<file path="config.mk">
export PLATFORM = sky130hd
export DESIGN_NAME = pgm_sound_mailbox
export DESIGN_NICKNAME = d
export VERILOG_FILES = /design/src/rtl/pgm_sound_mailbox.sv
export SDC_FILE = /design/constraint.sdc
export NUM_CORES = 1
export LEC_CHECK = 0
export CORE_UTILIZATION = 55
export DETAILED_ROUTE_END_ITERATION = 10
export GPL_TIMING_DRIVEN = 0
export PLACE_DENSITY = 0.83
export SYNTH_ARGS = -nofsm -noshare
export SYNTH_HDL_FRONTEND = slang
export SYNTH_SLANG_ARGS = --single-unit
</file>
<file path="constraint.sdc">
create_clock -name fixed_20m_clk -period 3.7 [get_ports fixed_20m_clk]
set_clock_uncertainty 0.15 [all_clocks]
set_input_delay 0.555 -clock fixed_20m_clk [delete_from_list [all_inputs] [get_ports fixed_20m_clk]]
set_output_delay 0.555 -clock fixed_20m_clk [all_outputs]
set_load 0.02 [all_outputs]
</file>
<file path="src/rtl/pgm_sound_mailbox.sv">
// rtl/pgm_sound_mailbox.sv - 68000/Z80 command FIFO and reply latch mailbox
module pgm_sound_mailbox #(
  parameter int NUM_CH = 3,
  parameter int DATA_W = 8,
  parameter int DEPTH  = 1,
  localparam int CH_W  = (NUM_CH > 1) ? $clog2(NUM_CH) : 1
) (
  input  logic              fixed_20m_clk,
  input  logic              reset_n,
  input  logic              host_wr,
  input  logic              host_rd,
  input  logic [CH_W-1:0]   host_ch,
  input  logic [DATA_W-1:0] host_din,
  output logic [DATA_W-1:0] host_dout,
  output logic [NUM_CH-1:0] host_full,
  output logic [NUM_CH-1:0] host_reply_vld,
  output logic [NUM_CH-1:0] host_ovf,
  input  logic [NUM_CH-1:0] host_ovf_clr,
  input  logic              snd_wr,
  input  logic              snd_rd,
  input  logic [CH_W-1:0]   snd_ch,
  input  logic [DATA_W-1:0] snd_din,
  output logic [DATA_W-1:0] snd_dout,
  output logic [NUM_CH-1:0] snd_pending,
  input  logic [NUM_CH-1:0] snd_irq_mask,
  output logic              snd_irq_n
);
  localparam int PTR_W = (DEPTH > 1) ? $clog2(DEPTH) : 1;
  localparam int CNT_W = $clog2(DEPTH + 1);
  localparam int MEM_D = 2 ** PTR_W;
  localparam logic [CNT_W-1:0] CNT_MAX  = CNT_W'(DEPTH);
  localparam logic [PTR_W-1:0] PTR_LAST = PTR_W'(DEPTH - 1);
  localparam logic [CH_W:0]    CH_LIMIT = (CH_W + 1)'(NUM_CH);

  logic [DATA_W-1:0] fifo_mem [NUM_CH][MEM_D];
  logic [CNT_W-1:0]  cnt      [NUM_CH];
  logic [PTR_W-1:0]  wptr     [NUM_CH];
  logic [PTR_W-1:0]  rptr     [NUM_CH];
  logic [DATA_W-1:0] last_cmd [NUM_CH];
  logic [DATA_W-1:0] reply    [NUM_CH];

  logic              host_ch_ok, snd_ch_ok;
  logic [NUM_CH-1:0] full_w, empty_w, push, pop, accept, take, ovf_set, rwr, rrd;

  function automatic logic [PTR_W-1:0] ptr_inc(input logic [PTR_W-1:0] p);
    return (p == PTR_LAST) ? '0 : p + PTR_W'(1);
  endfunction

  assign host_ch_ok  = {1'b0, host_ch} < CH_LIMIT;
  assign snd_ch_ok   = {1'b0, snd_ch} < CH_LIMIT;
  assign host_full   = full_w;
  assign snd_pending = ~empty_w;

  always_comb begin
    full_w  = '0;
    empty_w = '0;
    push    = '0;
    pop     = '0;
    accept  = '0;
    take    = '0;
    ovf_set = '0;
    rwr     = '0;
    rrd     = '0;
    for (int i = 0; i < NUM_CH; i++) begin
      full_w[i]  = (cnt[i] == CNT_MAX);
      empty_w[i] = (cnt[i] == '0);
      push[i]    = host_wr && host_ch_ok && (host_ch == CH_W'(i));
      pop[i]     = snd_rd && snd_ch_ok && (snd_ch == CH_W'(i));
      rwr[i]     = snd_wr && snd_ch_ok && (snd_ch == CH_W'(i));
      rrd[i]     = host_rd && host_ch_ok && (host_ch == CH_W'(i));
      take[i]    = pop[i] && !empty_w[i];
      // a pop in the same cycle frees the slot a push into a full FIFO needs
      accept[i]  = push[i] && (!full_w[i] || pop[i]);
      ovf_set[i] = push[i] && full_w[i] && !pop[i];
    end
  end

  // Storage carries no reset: cnt alone defines what is valid.
  always_ff @(posedge fixed_20m_clk) begin
    for (int i = 0; i < NUM_CH; i++) begin
      if (accept[i]) fifo_mem[i][wptr[i]] <= host_din;
    end
  end

  always_ff @(posedge fixed_20m_clk or negedge reset_n) begin
    if (!reset_n) begin
      for (int i = 0; i < NUM_CH; i++) begin
        cnt[i]      <= '0;
        wptr[i]     <= '0;
        rptr[i]     <= '0;
        last_cmd[i] <= '0;
        reply[i]    <= '0;
      end
      host_reply_vld <= '0;
      host_ovf       <= '0;
      host_dout      <= '0;
      snd_dout       <= '0;
      snd_irq_n      <= 1'b1;
    end else begin
      snd_irq_n <= ~|(snd_pending & snd_irq_mask);
      host_ovf  <= (host_ovf & ~host_ovf_clr) | ovf_set;
      if (host_rd && !host_ch_ok) host_dout <= '1;
      if (snd_rd && !snd_ch_ok) snd_dout <= '1;
      for (int i = 0; i < NUM_CH; i++) begin
        if (accept[i]) wptr[i] <= ptr_inc(wptr[i]);
        if (take[i]) begin
          rptr[i]     <= ptr_inc(rptr[i]);
          last_cmd[i] <= fifo_mem[i][rptr[i]];
          snd_dout    <= fifo_mem[i][rptr[i]];
        end else if (pop[i]) begin
          snd_dout <= last_cmd[i];
        end
        if (accept[i] && !take[i]) cnt[i] <= cnt[i] + CNT_W'(1);
        else if (take[i] && !accept[i]) cnt[i] <= cnt[i] - CNT_W'(1);
        if (rrd[i]) host_dout <= reply[i];
        // a colliding sound write keeps the fresh reply flagged as unread
        if (rwr[i]) begin
          reply[i]          <= snd_din;
          host_reply_vld[i] <= 1'b1;
        end else if (rrd[i]) begin
          host_reply_vld[i] <= 1'b0;
        end
      end
    end
  end
endmodule

</file>
==> impl_results.md, run 1 <==
- Final hold vios: 0
- Clk_lat worst skew: 0.37 ns
- Std-Cell Rows: 31
- DP Worst Slack: 0.5965 ns
- Post-synth ARST share: 75.51%
- Reg2Reg Setup Slack: 1.63 ns
- Reg-to-Reg End: fifo_mem[0][30]$_DFFE_PP_
- Root Buffer: clkbuf_8
- H-tree lvl count: 3
- Layout cells sized above 1: 26.36%
- Simple-Gate Fraction of Synth Area: 7.257%
- Die extent in y: 88.20 µm
- Clock-pin slew on the worst setup and hold paths: 0.09 ns
- Critical Path AT: 2.52 ns
- Post-synth EDFFs: 24
- Leakage power: 2.021 nW
- Setup-failing EPs final: 0
- IO Pins: 61
- Synth warn: 0
- Hold Crit Class: reg2reg
- CP required: 3.54 ns
- Die width: 88.20 µm
- Yosys reg bits: 98
- Per-cell routed wire length: 18.39 µm
- Post-synth top area cell: dfrtp_1
- Xor-xnor portion of the synthesized cell area: 0%
- Post-synth top cells: dfrtp_1 (73), mux2_2 (64), o22ai_1 (27), edfxtp_1 (24), nand2_1 (17)
- Largest family of logic cells by synthesized area: multiplexers
- Compound-Gate Fraction of Synth Area: 9.032%
- Cell area after synthesis: 0.004086 mm²
- Drt first pass iters: 4
- Die Area: 0.007778 mm²
- Layout Nets: 395
- Core ar.: 0.007214 mm²
- Vias in the first global route: 2725
- Final hold slack: 0.3403 ns
- Dpl hpwl: 5855 µm
- Fin crit share: 72.57%
- Drc violations: 0
- Initial antenna violation count: 0
- Startpoint type of the worst setup path: input pin
- Core Util, Final: 70.45%
- Worst slew pin tran: 0.9611 ns
- Max_slew headroom: 35.93%
- Maximum buffer depth of the clock tree: 2
- Mapped Cells: 293
- Largest stage delay on the critical path: 0.77 ns
- Setup_tns: 0 ns
- Fmax: 372.4 MHz
- Reg2Reg Depth: 2
- CP max stage cell: a21oi_1
- Worst Hold Depth: 1
- Delay-heaviest family, CP: compound AO/OA/AOI/OAI gates
- Synth Net Count: 325
- Largest net degree at the start of global routing: 56
- Cell Chain, Critical Path: clkdlybuf4s50_1 > clkbuf_1 > nor2_1 > nand2_1 > a21oi_1
- Crit Path Class: in2reg
- Minimum clock period: 2.685 ns
- RSZ-0062 raised after global routing: false
- Via-to-Cell Ratio: 5.681
- Initial Utilization: 56.64%
- Top_reg_cell synth: dfrtp_1
- Hold worst-path end: host_reply_vld[0]$_DFFE_PN0P_
- Outcome: finished clean
- Sequential-to-total area share from yosys stat: 62.98%
- Total CTS buffers: 9
- Inst Count DP: 450
- Setup crit end kind: flip-flop
- DRT iter0 DRCs: 182
- Mux contribution to synthesized area: 17.64%
- Maximum fanout along the worst path: 10
- Most common cell in the netlist: dfrtp_1
- Remaining global-route overflow: 0
- Total track usage: 24.07%
- Worst r2r src: host_full[1]$_DFFE_PN0P_
- Ant diodes: 0
- Port bufs: 57
- Vias post-DR: 2653
- Area delta synth->final: 24.37%
- Syn Area/Cell: 13.95 µm²
- Sink Count: 98
- Worst IR drop on VDD: 0.3118 mV
- RePlAce Congestion: 0.7825
- Post-DRT Antenna Nets: 0
- Final WS setup: 1.015 ns
- Pwr dens: 554.6 mW/mm²
- Synth Area in Adders: 0%
- Critical hold path startpoint: host_reply_vld[0]$_DFFE_PN0P_
- Number of setup buffers added after CTS: 0
- Synth top area cells: dfrtp_1 (45%), edfxtp_1 (18%), mux2_2 (18%), o22ai_1 (4.1%), nor2b_1 (2.4%)
- Top cell type's share of synthesized area: 44.70%
- Post-Layout Cell Count: 467
- CP bufs+invs: 2
- Global-route wire length before repair: 13550 µm
- Routed wire length: 8587 µm
- Maxcap violations: 0
- CTS tree: done
- Unique cell type count in the Yosys netlist: 30
- Slew Limit Fails: 0
[through the flow]
stage               power, mW  cell area (µm²)
finish                  2.819             5082
detailed placement      1.954             4806
global placement        1.923             4781
global route            2.937             5082
floorplan               1.720             4086
CTS                     2.832             5082
[where the power goes]
group / switching, mW / internal (mW) / leakage (nW)
clock: 0.367 / 0.522 / 0.129
sequential: 0.0899 / 1.28 / 1.09
combinational: 0.247 / 0.310 / 0.805
total: 0.704 / 2.12 / 2.02
[how the worst max path moves through the flow]
stage                          start                         to  slack [ns]  cells past startpoint
after detailed placement  host_ch[1]  fifo_mem[0][42]$_DFFE_PP_        0.60                      4
final                     host_ch[1]  fifo_mem[0][14]$_DFFE_PP_        1.01                      5
after CTS                 host_ch[1]  fifo_mem[0][46]$_DFFE_PP_        0.97                      4
after floorplan            snd_ch[0]  fifo_mem[0][10]$_DFFE_PP_        1.44                      4
after global routing      host_ch[1]  fifo_mem[0][46]$_DFFE_PP_        0.87                      4
after global placement       reset_n      reply[17]$_DFFE_PN0P_       -0.62                      1
[flip-flops by register name, summed over array words and instances (netlist names), 3 cells and up]
signal and cells:
snd_dout 8, last_cmd 24, host_reply_vld 3, host_dout 8
host_ovf 3, reply 24, host_full 3, fifo_mem 24
[cells in the final DEF (no fill, tap or decap), drive strengths merged, types with 2 or more instances in the layout]
cell	n
clkdlybuf4s50	56
nand2	18
a31oi	8
nor2	2
dfrtp	73
clkbuf	15
bufinv	4
a21oi	3
and3b	2
inv	8
o22ai	27
a22oi	8
edfxtp	24
mux2	64
nor2b	16
nand3b	5
o21ai	10
buf	14
[area by class of cell]
| type | count | area [µm²] |
|---|---|---|
| Buffer | 17 | 100.1 |
| Clock buffer | 10 | 127.6 |
| Clock inverter | 6 | 138.9 |
| Fill cell | 510 | 2132 |
| Inverter | 7 | 26.28 |
| Multi-Input combinational cell | 171 | 1386 |
| Sequential cell | 98 | 2574 |
| Tap cell | 99 | 123.9 |
| Timing Repair Buffer | 59 | 605.6 |
[layer usage]
metal / part of all wire (%) / track usage [%] / vias to the layer above
met5: 0 / 0 / -
met4: 1.9 / 8.798 / 0
met3: 5.9 / 4.807 / 12
met2: 51 / 39.51 / 74
met1: 41 / 32.00 / 1346
li1: - / - / 1221
[what timing repair did]
item	in CTS	in global routing
hold endpoints to repair	19	0
resized for setup	0	0
hold buffers	1	0
[cells by family after synthesis]
group | after synthesis
compound gates | 59
buf+inv | 24
flops | 98
mux | 64
simple gates | 48
Power figures use the tool's default switching activity.
==> run 2: changes to the inputs <==
--- a/config.mk
+++ b/config.mk
@@ -5,10 +5,10 @@
 export SDC_FILE = /design/constraint.sdc
 export NUM_CORES = 1
 export LEC_CHECK = 0
-export CORE_UTILIZATION = 55
+export CORE_UTILIZATION = 48
 export DETAILED_ROUTE_END_ITERATION = 10
 export GPL_TIMING_DRIVEN = 0
-export PLACE_DENSITY = 0.83
+export PLACE_DENSITY = 0.77
 export SYNTH_ARGS = -nofsm -noshare
 export SYNTH_HDL_FRONTEND = slang
 export SYNTH_SLANG_ARGS = --single-unit
==> constraint.sdc (replaced) <==
create_clock -name fixed_20m_clk -period 2.4 [get_ports fixed_20m_clk]
set_clock_uncertainty 0.15 [all_clocks]
set_input_delay 0.36 -clock fixed_20m_clk [delete_from_list [all_inputs] [get_ports fixed_20m_clk]]
set_output_delay 0.36 -clock fixed_20m_clk [all_outputs]
set_load 0.02 [all_outputs]
==> run 2 against run 1 <==
  * Total power grew 51%
  * Clock power grew 43%
  * Combinational power grew 55%
  * Register-to-register slack lost 1.1 ns
  * Worst hold slack lost 0.10 ns
  * Die area grew 14%
  * Largest power group unchanged
==> impl_results.md, run 2 (same netlist as run 1, synthesis figures left out) <==
- Outcome: finished clean
- Dpl cell area: 0.004813 mm² (+0.16%)
- Die width: 94.27 µm (+6.9%)
- Vias post-DR: 2677 (+0.90%)
- CTS tree: done
- Critical Path AT: 2.07 ns (-0.45 ns)
- Final Cell Area: 0.005077 mm² (about the same)
- Drt first pass iters: 5 (+1)
- Worst IR drop on VDD: 0.4514 mV (+45%)
- Inst Count DP: 456 (+1.3%)
- Maximum buffer depth of the clock tree: 2 (unchanged)
- CP required: 2.25 ns (-1.29 ns)
- H-tree lvl count: 3 (unchanged)
- Total CTS buffers: 9 (unchanged)
- Most common cell after layout, fill and taps aside: dfrtp_1
- Per-cell routed wire length: 18.84 µm (+2.4%)
- Layout cells sized above 1: 27.17% (+0.82 points)
- Largest net degree at the start of global routing: 49 (-13%)
- Max_slew headroom: 48.88% (+13 points)
- Startpoint type of the worst setup path: input pin
- Crit Path Class: in2reg
- Via-to-Cell Ratio: 5.660 (-0.38%)
- RePlAce Congestion: 0.7606 (-2.8%)
- Fin crit share: 92.52%
- Vias in the first global route: 2787 (+2.3%)
- Drc violations: 0 (unchanged)
- Setup crit end kind: flip-flop
- Worst slew pin tran: 0.7652 ns (-0.1959 ns)
- Layout Nets: 395 (unchanged)
- Remaining global-route overflow: 0 (unchanged)
- Port bufs: 57 (unchanged)
- Clk_lat worst skew: 0.37 ns (about the same)
- Total track usage: 22.43% (-1.6 points)
- Die extent in y: 94.27 µm (+6.9%)
- Core ar.: 0.008217 mm² (+14%)
- Initial Utilization: 49.73% (-6.9 points)
- DRT iter0 DRCs: 130 (-29%)
- Global-route wire length before repair: 14460 µm (+6.7%)
- Pwr dens: 837.4 mW/mm² (+51%)
- Clock-pin slew on the worst setup and hold paths: 0.09 ns (about the same)
- Ant diodes: 0 (unchanged)
- Setup-failing EPs final: 0 (unchanged)
- Final hold vios: 0 (unchanged)
- Sink Count: 98 (unchanged)
- Routed wire length: 8910 µm (+3.8%)
- Minimum clock period: 2.221 ns
- IO Pins: 61 (unchanged)
- Die Area: 0.008886 mm² (+14%)
- Area delta synth->final: 24.25% (about the same)
- Std-Cell Rows: 33 (+6.5%)
- Post-DRT Antenna Nets: 0 (unchanged)
- Maxcap violations: 0 (unchanged)
- Setup_tns: 0 ns (unchanged)
- Leakage power: 2.008 nW (-0.62%)
- Fmax: 450.3 MHz
- Fillers: 628 (+23%)
- Leading cell types in the layout, fill and taps excluded: dfrtp_1 (73), mux2_2 (64), clkdlybuf4s50_1 (56)
- Root Buffer: clkbuf_8
- Core Util, Final: 61.79% (-8.7 points)
- RSZ-0062 raised after global routing: false
- Hold Crit Class: in2reg
- Dpl hpwl: 5994 µm (+2.4%)
- Initial antenna violation count: 0 (unchanged)
- Maximum fanout along the worst path: 10 (unchanged)
- Slew Limit Fails: 0 (unchanged)
- Post-Layout Cell Count: 473 (+1.3%)
run 2: cell types whose count changed in the layout (fill, tap and decap cells not counted):
cell       change
a21oi_2        +3
a21oi_1        -3
clkinv_4       +2
bufinv_16      -1
inv_8          -1
run 2: path summary, 6_finish.rpt:
kind | from | slack (ns) | depth (start not counted) | endpoint
min in group asynchronous | reset_n | 0.29 | 2 | last_cmd[16]$_DFFE_PN0P_
setup / recovery | host_ch[1] | 0.18 | 4 | fifo_mem[0][42]$_DFFE_PP_
setup reg to reg | host_full[1]$_DFFE_PN0P_ | 0.57 | 2 | fifo_mem[0][31]$_DFFE_PP_
hold reg to reg | host_reply_vld[0]$_DFFE_PN0P_ | 0.35 | 1 | host_reply_vld[0]$_DFFE_PN0P_
max in group asynchronous | reset_n | 1.25 | 3 | reply[19]$_DFFE_PN0P_
hold / removal | snd_ch[1] | 0.24 | 3 | host_reply_vld[0]$_DFFE_PN0P_
run 2: cell type report:
cell class	instances	area (µm²)	area share, %
plain buffers	17	100.1	1.971
clock buffers	10	127.6	2.514
repair buffers	59	605.6	11.93
multi-input cells	171	1398	27.53
well taps	105	131.4	2.587
inverters	7	26.28	0.5175
flip-flops and latches	98	2574	50.69
clock inverters	6	115.1	2.267
run 2: critical path, stage by stage:
cell	delay (ns)
clkdlybuf4s50_1	0.53
clkbuf_1	0.43
nand3b_1	0.22
a21oi_2	0.51
run 2: power by group:
part,switching (mW),internal [mW]
Clock,0.571,0.696
Combinational,0.387,0.479
Sequential,0.141,1.98
Total,1.10,3.15
run 2: repair_timing:
action                                 4_1_cts  5_1_grt
gates resized for setup                      3        0
setup buffers                                0        0
setup endpoints to repair                   24        0
hold buffers                                 1        0
endpoints found under the hold margin       25        0
run 2: routing by layer:
layer  up-vias  share of wire (%)  track usage (%)  routed length (µm)
met2        94                 50            37.26                4452
met4         0                3.1            11.28                 272
li1       1217                  -                -                   -
met5         -                  0                0                   0
met3        25                5.4            3.074                 484
met1      1341                 42            28.66                3700
run 2: through the flow:
stage / hold WS, ns / setup slack, ns / power (mW)
after floorplan: -0.08559 / 0.3379 / 2.652
after global placement: 0.3147 / -1.728 / 2.968
after detailed placement: 0.1553 / -0.5312 / 3.015
after CTS: 0.2326 / 0.1567 / 4.267
after global routing: 0.2558 / 0.05945 / 4.429
final: 0.2386 / 0.1795 / 4.252
==> run 3: changes to the inputs <==
--- a/config.mk
+++ b/config.mk
@@ -5,10 +5,11 @@
 export SDC_FILE = /design/constraint.sdc
 export NUM_CORES = 1
 export LEC_CHECK = 0
-export CORE_UTILIZATION = 48
+export ABC_CLOCK_PERIOD_IN_PS = 2100
+export CORE_UTILIZATION = 54
 export DETAILED_ROUTE_END_ITERATION = 10
 export GPL_TIMING_DRIVEN = 0
-export PLACE_DENSITY = 0.77
+export PLACE_DENSITY = 0.82
 export SYNTH_ARGS = -nofsm -noshare
 export SYNTH_HDL_FRONTEND = slang
 export SYNTH_SLANG_ARGS = --single-unit
==> constraint.sdc (replaced) <==
create_clock -name fixed_20m_clk -period 2.1 [get_ports fixed_20m_clk]
set_clock_uncertainty 0.15 [all_clocks]
set_input_delay 0.315 -clock fixed_20m_clk [delete_from_list [all_inputs] [get_ports fixed_20m_clk]]
set_output_delay 0.315 -clock fixed_20m_clk [all_outputs]
set_load 0.02 [all_outputs]
==> run 3 against run 2 <==
  * Total power grew 11%
  * Worst hold slack lost 0.025 ns
  * Clock-buffer cell count grew 1
  * Clock power grew 4%
  * Critical path depth shrank 2
  * Combinational power grew 15%
  * Utilization grew 7.6 points
  * Register-to-register slack lost 0.22 ns
  * Sequential share of layout area grew 0.15 points
==> impl_results.md, run 3 (same netlist as run 1, synthesis figures left out) <==
- Reg area: 0.002574 mm² (unchanged)
- Vias post-DR: 2634 (-1.6%)
- Critical hold path startpoint: snd_ch[1]
- Minimum clock period: 2.019 ns
- Largest net degree at the start of global routing: 49 (unchanged)
- Post-Layout Cell Count: 467 (-1.3%)
- Leading cell types in the layout, fill and taps excluded: dfrtp_1 (73), mux2_2 (64), clkdlybuf4s50_1 (56)
- Remaining global-route overflow: 0 (unchanged)
- Pwr dens: 935.3 mW/mm² (+12%)
- Sink Count: 98 (unchanged)
- Post-DRT Antenna Nets: 0 (unchanged)
- Reg-to-Reg End: last_cmd[21]$_DFFE_PN0P_
- RePlAce Congestion: 0.7621 (+0.20%)
- Routed wire length: 8397 µm (-5.8%)
- Critical Path AT: 1.55 ns (-0.52 ns)
- Initial Utilization: 56.04% (+6.3 points)
- Final hold slack: 0.2136 ns (-0.02500 ns)
- Inst Count DP: 450 (-1.3%)
- Die Area: 0.007919 mm² (-11%)
- Maximum buffer depth of the clock tree: 2 (unchanged)
- Reg2Reg Setup Slack: 0.35 ns (-0.22 ns)
- Outcome: finished clean
- Setup-failing EPs final: 0 (unchanged)
- Critical path origin: host_full[0]$_DFFE_PN0P_
- H-tree lvl count: 3 (unchanged)
- Per-cell routed wire length: 17.98 µm (-4.5%)
- Largest stage delay on the critical path: 0.59 ns (+0.06 ns)
- Fin crit share: 96.16%
- Initial antenna violation count: 0 (unchanged)
- Slew Limit Fails: 0 (unchanged)
- CP required: 1.63 ns (-0.62 ns)
- Drc violations: 0 (unchanged)
- Worst Hold Depth: 3 (unchanged)
- Layout Nets: 395 (unchanged)
- Hold Crit Class: in2reg
- Leakage power: 2.008 nW (about the same)
- Via-to-Cell Ratio: 5.640 (-0.34%)
- Crit Path Class: reg2out
- Core ar.: 0.007292 mm² (-11%)
- Std-Cell Rows: 31 (-6.1%)
- CTS tree: done
- Layout cells sized above 1: 27.17% (unchanged)
- Die extent in y: 88.99 µm (-5.6%)
- Clk_lat worst skew: 0.36 ns (about the same)
- Dpl hpwl: 6110 µm (+1.9%)
- DRT iter0 DRCs: 114 (-12%)
- Clock-pin slew on the worst setup and hold paths: 0.09 ns (about the same)
- Maxcap violations: 0 (unchanged)
- Area delta synth->final: 23.88%
- Fmax: 495.2 MHz
- DP Worst Slack: -0.5893 ns (-0.05815 ns)
- Final hold vios: 0 (unchanged)
- Number of setup buffers added after CTS: 0 (unchanged)
- Ant diodes: 0 (unchanged)
- RSZ-0062 raised after global routing: false
- Final WS setup: 0.08054 ns (-0.09891 ns)
- Hold worst-path end: host_reply_vld[0]$_DFFE_PN0P_
- Startpoint type of the worst setup path: flip-flop
- Total track usage: 23.24% (+0.81 points)
- Area occupied by multi-input gates: 0.001413 mm² (+1.1%)
- Port bufs: 57 (unchanged)
- Root Buffer: clkbuf_8
- Worst IR drop on VDD: 0.4647 mV (+2.9%)
- Setup crit end kind: primary output
- IO Pins: 61 (unchanged)
- Fillers: 511 (-19%)
- Drt first pass iters: 4 (-1)
- Most common cell after layout, fill and taps aside: dfrtp_1
- Total CTS buffers: 9 (unchanged)
- CP max stage cell: clkdlybuf4s50_1
- Max_slew headroom: 60.67% (+12 points)
- Die width: 88.99 µm (-5.6%)
- Vias in the first global route: 2641 (-5.2%)
- Worst r2r src: host_full[0]$_DFFE_PN0P_
- Cell Chain, Critical Path: buf_4 > clkdlybuf4s50_1
- Global-route wire length before repair: 13460 µm (-6.9%)
- Worst slew pin tran: 0.5882 ns (-0.1769 ns)
- Maximum fanout along the worst path: 5 (-5)
- Reg2Reg Depth: 4 (+2)
## run 3: where the power goes
| part | switching, mW | internal [mW] |
|---|---|---|
| Clock | 0.624 | 0.700 |
| Sequential | 0.157 | 2.26 |
| Combinational | 0.444 | 0.550 |
| Total | 1.22 | 3.51 |
## run 3: final cells by class
| type | instances | share of cell area, % |
|---|---|---|
| inverter | 7 | 0.5190 |
| sequential | 98 | 50.84 |
| clock inverter | 5 | 1.532 |
| multi-input combinational | 171 | 27.90 |
| timing repair buffer | 59 | 11.96 |
| tap | 99 | 2.447 |
| buffer | 17 | 2.002 |
| clock buffer | 11 | 2.793 |
## run 3: layer usage
layer	share of wire, %	up-vias	track usage [%]
li1	-	1219	-
met1	47	1350	31.56
met2	49	56	38.11
met3	2.5	9	3.693
met4	1.4	0	8.802
met5	0	-	0
## run 3: worst max-delay path by stage
stage | slack [ns] | depth (start not counted) | end
after floorplan | 0.08 | 4 | fifo_mem[0][10]$_DFFE_PP_
after global placement | -1.95 | 1 | last_cmd[3]$_DFFE_PN0P_
after detailed placement | -0.59 | 4 | fifo_mem[0][43]$_DFFE_PP_
after CTS | 0.03 | 4 | fifo_mem[0][47]$_DFFE_PP_
after global routing | 0.02 | 4 | fifo_mem[0][45]$_DFFE_PP_
final | 0.08 | 2 | snd_pending[0]
## run 3: critical path, delay by kind of cell (launching register included)
family / cells / cell delay (ns)
buf+inv: 2 / 0.73
flops: 1 / 0.46
## run 3: timing repair
action / 4_1_cts / 5_1_grt
pin swaps: 0 / 0
endpoints found under the hold margin: 25 / 0
resized for setup: 3 / 3
setup endpoints to repair: 24 / 22
hold buffers: 1 / 0
gates cloned: 0 / 0
## run 3: per-stage QoR
stage	utilization (%)	TNS [ns]	total power, mW	instance area (µm²)
final	69.42	0	4.735	5062
after global routing	69.42	0	4.926	5062
after CTS	69.20	0	4.752	5046
after detailed placement	65.91	-13.81	3.439	4806
after global placement	65.56	-156.27	3.384	4781
after floorplan	-	0	3.031	4086
